### config.mk
export PLATFORM = sky130hd
export DESIGN_NAME = add_share_arbiter
export DESIGN_NICKNAME = d
export VERILOG_FILES = /design/src/rtl/add_share_pkg.sv /design/src/rtl/add_share_arbiter_rr_arb2.sv /design/src/rtl/add_share_arbiter.sv
export SDC_FILE = /design/constraint.sdc
export NUM_CORES = 1
export LEC_CHECK = 0
export ABC_AREA = 1
export CAP_MARGIN = 20
export CORE_MARGIN = 3
export CORE_UTILIZATION = 51
export DETAILED_ROUTE_END_ITERATION = 8
export GPL_TIMING_DRIVEN = 1
export PLACE_DENSITY = 0.81
export REMOVE_ABC_BUFFERS = 1
export SETUP_SLACK_MARGIN = 0.5
export SKIP_LAST_GASP = 1
export SYNTH_ARGS = -nofsm -noshare
export SYNTH_HDL_FRONTEND = slang
export SYNTH_HIERARCHICAL = 1
export SYNTH_SLANG_ARGS = --single-unit
### constraint.sdc
create_clock -name clk -period 5.4 [get_ports clk]
set_clock_uncertainty 0.2 [all_clocks]
set_input_delay 1.08 -clock clk [delete_from_list [all_inputs] [get_ports clk]]
set_output_delay 1.08 -clock clk [all_outputs]
set_load 0.03 [all_outputs]
### src/rtl/add_share_pkg.sv
// add_share_pkg: shared types and constants for the two-requester
// add/subtract arbiter.
//   state_e  - control FSM states (IDLE, EXEC, RESP)
//   OP_ADD / OP_SUB - encoding of the per-request op bit
//   ID_W / NUM_REQ  - requester id width and requester count
//   id2oh    - requester id to one-hot response mask
package add_share_pkg;

  typedef enum logic [1:0] {
    IDLE = 2'd0,
    EXEC = 2'd1,
    RESP = 2'd2
  } state_e;

  localparam logic OP_ADD = 1'b0;
  localparam logic OP_SUB = 1'b1;

  localparam int ID_W    = 1;
  localparam int NUM_REQ = 2;

  function automatic logic [NUM_REQ-1:0] id2oh(input logic [ID_W-1:0] id);
    return NUM_REQ'(1) << id;
  endfunction

endpackage

### src/rtl/add_share_arbiter_rr_arb2.sv
// rr_arb2: two-input round-robin grant with its priority pointer.
//   clk, rst  - clock, synchronous active-high reset (prio -> 0)
//   req[1:0]  - request bits
//   advance   - a grant was taken this cycle; hand priority to the other side
//   grant     - one-hot grant (all zero when nothing requests)
module rr_arb2
  import add_share_pkg::*;
(
  input  logic       clk,
  input  logic       rst,
  input  logic [1:0] req,
  input  logic       advance,
  output logic [1:0] grant
);

  // prio_q names the requester that wins when both ask.
  logic prio_q;

  always_comb begin
    grant = 2'b00;
    unique case (req)
      2'b01:   grant = 2'b01;
      2'b10:   grant = 2'b10;
      2'b11:   grant = prio_q ? 2'b10 : 2'b01;
      default: grant = 2'b00;
    endcase
  end

  // Winner 0 hands priority to 1 and vice versa.
  always_ff @(posedge clk) begin
    if (rst)          prio_q <= 1'b0;
    else if (advance) prio_q <= grant[0];
  end

endmodule

### src/rtl/add_share_arbiter.sv
// add_share_arbiter: one WIDTH-bit adder/subtractor shared by two requesters.
// Round-robin grant in IDLE, one compute cycle in EXEC, result held in RESP
// until the owning requester takes it.
//   clk, rst              - clock, synchronous active-high reset
//   req_valid/req_ready   - per-requester operand handshake
//   req{0,1}_a/_b/_op     - operands; op 0 = a+b, 1 = a-b
//   rsp_valid/rsp_ready   - per-requester result handshake (rsp_valid one-hot)
//   rsp_sum, rsp_carry    - shared result bus; carry = no-borrow on subtract
//   busy                  - high whenever not IDLE
module add_share_arbiter
  import add_share_pkg::*;
#(
  parameter int WIDTH = 8
) (
  input  logic             clk,
  input  logic             rst,
  input  logic [1:0]       req_valid,
  output logic [1:0]       req_ready,
  input  logic [WIDTH-1:0] req0_a,
  input  logic [WIDTH-1:0] req0_b,
  input  logic             req0_op,
  input  logic [WIDTH-1:0] req1_a,
  input  logic [WIDTH-1:0] req1_b,
  input  logic             req1_op,
  output logic [1:0]       rsp_valid,
  input  logic [1:0]       rsp_ready,
  output logic [WIDTH-1:0] rsp_sum,
  output logic             rsp_carry,
  output logic             busy
);

  state_e state_q, state_d;

  logic [WIDTH-1:0] a_q, b_q, sum_q;
  logic             op_q, carry_q;
  logic [ID_W-1:0]  owner_q;

  logic [1:0]            grant;
  logic                  req_hs, rsp_hs;
  logic [ID_W-1:0]       gid;
  logic [WIDTH:0]        add_res;
  logic [1:0][WIDTH-1:0] a_vec, b_vec;
  logic [1:0]            op_vec;

  assign a_vec  = {req1_a, req0_a};
  assign b_vec  = {req1_b, req0_b};
  assign op_vec = {req1_op, req0_op};

  rr_arb2 u_arb (
    .clk     (clk),
    .rst     (rst),
    .req     (req_valid),
    .advance (req_hs),
    .grant   (grant)
  );

  // Grant only drives ready in IDLE; held off during reset so nothing can
  // handshake on an edge that is about to clear the block.
  assign req_ready = (state_q == IDLE && !rst) ? grant : 2'b00;
  assign req_hs    = |(req_valid & req_ready);
  assign gid       = ID_W'(grant[1]);

  // Non-owner rsp_ready is ignored.
  assign rsp_hs = (state_q == RESP) && rsp_ready[owner_q];

  // Subtract as a + ~b + 1 so the carry out doubles as "no borrow".
  assign add_res = {1'b0, a_q} + {1'b0, (op_q == OP_SUB) ? ~b_q : b_q}
                 + (WIDTH+1)'(op_q == OP_SUB);

  always_comb begin
    state_d = state_q;
    unique case (state_q)
      IDLE:    if (req_hs) state_d = EXEC;
      EXEC:    state_d = RESP;
      RESP:    if (rsp_hs) state_d = IDLE;
      default: state_d = IDLE;
    endcase
  end

  always_ff @(posedge clk) begin
    if (rst) begin
      state_q <= IDLE;
      a_q     <= '0;
      b_q     <= '0;
      op_q    <= OP_ADD;
      owner_q <= '0;
      sum_q   <= '0;
      carry_q <= 1'b0;
    end else begin
      state_q <= state_d;
      if (req_hs) begin
        a_q     <= a_vec[gid];
        b_q     <= b_vec[gid];
        op_q    <= op_vec[gid];
        owner_q <= gid;
      end
      if (state_q == EXEC) {carry_q, sum_q} <= add_res;
    end
  end

  assign rsp_valid = (state_q == RESP) ? id2oh(owner_q) : 2'b00;
  assign rsp_sum   = sum_q;
  assign rsp_carry = carry_q;
  assign busy      = (state_q != IDLE);

endmodule

==> run summary <==
The async set-or-reset flop fraction in the synthesized netlist is 0%. The final count of negative-setup-slack endpoints is 0. The total negative slack is 0 ns. Measured against the total synthesized area, the mux share comes to 0%. The first global-routing pass estimated 6285 um of wire. The count of buffers from port buffering is 53. The post-detailed-route via-to-cell ratio came out at 4.688. After synthesis, the netlist uses 28 different library cells. The layout cell share with drive strength beyond 1 is 8.075%. The post-synthesis compound-gate area fraction came out at 11.52%.

After clock tree synthesis, the flow added hold-fix buffers numbering 0. The mapped netlist covers 1836 um^2. Sorting the synthesized cells by area gives the leading types as dfxtp_1 33%, nand2_1 16%, nor2_1 9.2%, o21ai_0 7.1%, ha_1 4.8%.

The sum of net half-perimeters after detailed placement came out at 2816 um. Relative to the synthesized area, the layout overhead comes to 31.08%. The initial standard-cell utilization of the core is 54.15%.

The first routing iteration left 100 violations. The power density of the placed cells came out at 231.0 nW/um^2. For this run, the number of Yosys warnings is 6.

The critical path starts at req_valid[1]. The overall fraction of global-route tracks in use is 18.29%. The final max-slew violation count is 0. The depth of the worst register-to-register path is 10.

The placed cell count came out at 361. The cell sitting at the root of the clock tree is a clkbuf_4. The startpoint kind of the worst setup timing path is an input port. The cell count after synthesis is 270. The post-synthesis share of cell area spent on and, or, nand and nor gates came out at 35.51%.

The total CTS buffers came out at 5. The floorplan step defined a core boundary enclosing 3390 um^2. The register bit total from synthesis came out at 30. The average detailed-routed wire length per instance is 10.07 um. The mean post-synth cell area came out at 6.798 um^2. The number of search-and-repair iterations in the first detailed-routing pass is 4. The most used flip-flop cell after synthesis is dfxtp_1. The pin count of the biggest net entering global routing is 25.

The final route contains 1725 vias. The buffer count from post-CTS setup fixing came out at 0. The die span in x came out at 65.99 um.

The overall routed net length is 3707 um. The count of filler cells inserted in the layout came out at 294. The clock insertion delay at the later pin of the skew report came out at 0.32 ns. The worst-case IR drop observed on VDD is 121.6 uV. After synthesis, the largest family of logic cells by area is simple AND/OR/NAND/NOR gates.

The library cell used most frequently in the layout, excluding fill and tap cells, is nand2_1. The number of global-route vias before repair is 1481. The number of sinks handled by clock tree synthesis is 30.

The number of non-filler instances in the completed layout is 368. The post-synthesis cell type with the largest combined area is dfxtp_1. The maximum level of the CTS H-tree came out at 2. The highest fanout seen on the critical path came out at 19.

In this run the critical register-to-register path is launched from op_q$_SDFFE_PP0P_. The post-route cell area came out at 2406 um^2. Data on the critical path is required at its endpoint by 4.12 ns. The critical path is of the in2out type.

The number of buffers on the longest clock path came out at 2. The multi-input combinational cells in the finished layout cover a total of 1067 um^2. The floorplan die area is 4355 um^2.

The run finished with clean final reports. The adder and majority gate portion of the synthesized area is 5.862%. The worst endpoint data arrival time came out at 3.11 ns. The post-cts resize count came out at 0. Leaving out fill and tap cells, the most frequent cells in the layout are 78 x nand2_1, 53 x clkdlybuf4s50_1, 45 x nor2_1, 30 x dfxtp_1, 26 x o21ai_0.

The worst setup path is captured at a primary output. The number of antenna violations at the first check in global routing is 0. Of the post-synthesis cell area, the dominant cell type holds 32.72%. The remaining max-slew budget at the tightest pin is 36.49%.

The detailed-route DRC error count is 0. TritonCTS built the clock tree. The remaining global-route overflow is 0.

The number of antenna repair diodes is 0. The capturing point of the worst reg2reg path is rsp_sum[6]$_SDFFE_PP0N_. The height of the die came out at 65.99 um. Setup repair after global routing left no endpoint under its margin. For this design the top-level I/O count stands at 54.

Of the available clock period, the critical path in the final layout requires 81.28%. The sequential-to-total area share from yosys stat is 32.72%. The tightest min-delay check is of the reg2reg type. The cell area after placement came out at 2361 um^2. The number of failing hold endpoints at the final stage is 0. The transition at the pin with the smallest max-transition slack is 0.9492 ns. The post-synthesis share of cell area spent on xor and xnor gates came out at 5.249%. Max-cap violations in this run came to 0.

The count of antenna-violating nets left after detailed routing is 0. The count of flip-flops with a built-in enable after synthesis is 0. The total area of sequential cells came out at 600.6 um^2. The clock transition at the registers of the reported paths is 0.08 ns.

The layout net count came out at 370. The maximum achievable frequency came out at 0.2278 GHz. The total leakage power is 0.001181 uW. Following the worst setup path forward leads to its endpoint at req_ready[1]. The shortest period the worst path allows is 4.389 ns.

For flop-to-flop paths, the worst setup slack is 3.09 ns. Row generation in the floorplan step produced 21 rows. The final weighted congestion in routability-driven placement is 0.8266.
[per-stage QoR]
step                total power (uW)  worst slack [ns]  hold WS [ns]  utilization [%]
floorplan                      372.0             1.277        0.2820                -
global placement               436.0             1.045        0.2989            69.66
detailed placement             441.1            0.9764        0.3046            69.66
CTS                            559.2            0.9722        0.3311            70.99
global route                   592.8            0.9028        0.3652            70.99
finish                         555.9             1.011        0.3246            70.99
[how the worst min path moves through the flow]
stage	slack (ns)	cells after the start	from	to
2_1_floorplan	0.28	2	a_q[2]$_SDFFE_PP0P_	a_q[2]$_SDFFE_PP0P_
3_3_place_gp	0.30	2	a_q[5]$_SDFFE_PP0P_	a_q[5]$_SDFFE_PP0P_
3_5_place_dp	0.30	2	a_q[5]$_SDFFE_PP0P_	a_q[5]$_SDFFE_PP0P_
4_1_cts	0.33	2	a_q[5]$_SDFFE_PP0P_	a_q[5]$_SDFFE_PP0P_
5_1_grt	0.37	2	a_q[4]$_SDFFE_PP0P_	a_q[4]$_SDFFE_PP0P_
6_report	0.32	2	a_q[4]$_SDFFE_PP0P_	a_q[4]$_SDFFE_PP0P_
[logic make-up after synthesis]
| family | count (synthesis) |
|---|---|
| AOI/OAI and AO/OA | 40 |
| adders and majority gates | 8 |
| and+or+nand+nor | 148 |
| xor gates and xnor gates | 11 |
| DFF | 30 |
| buffers and inverters | 33 |
[state kept, by name (all words and copies together) (netlist names)]
signal and cells:
op_q 1, a_q 8, state_q 2, rsp_sum 8, b_q 8, owner_q 1, rsp_carry 1, u_arb/prio_q 1
[layout make-up]
type                            count  area share (%)
Timing Repair Buffer               54           22.36
Multi-Input combinational cell    207           44.36
Tap cell                           46           2.392
Sequential cell                    30           24.96
Clock buffer                        7           1.872
Inverter                           24           4.056
[layer usage]
metal | wire length [um] | GRT usage, % | share of wire [%] | vias up
li1 | - | - | - | 943
met1 | 1701 | 22.36 | 46 | 727
met2 | 1750 | 31.29 | 47 | 47
met3 | 185 | 3.912 | 5.0 | 8
met4 | 70 | 6.853 | 1.9 | 0
met5 | 0 | 0 | 0 | -
[worst max-delay path, stage by stage]
cell and delay (ns):
clkdlybuf4s50_1 0.54, a21boi_1 0.18, buf_4 0.24, inv_2 0.19, nor2_4 0.18, clkdlybuf4s50_1 0.68
[synth_stat cells, types with 6 or more instances]
master   number
nand2_1      78
nor2_1       45
dfxtp_1      30
o21ai_0      26
inv_1        21
a21oi_1      10
nor2_2        9
xor2_1        9
ha_1          7
nand3_1       6
[report_power, final]
part | switching [uW] | internal (uW) | total [uW] | leakage (uW)
clock network | 71.9 | 49.0 | 121 | 0.0000254
logic | 100 | 81.8 | 182 | 0.000910
registers | 12.9 | 240 | 253 | 0.000246
(Power assumes the default switching activity.)
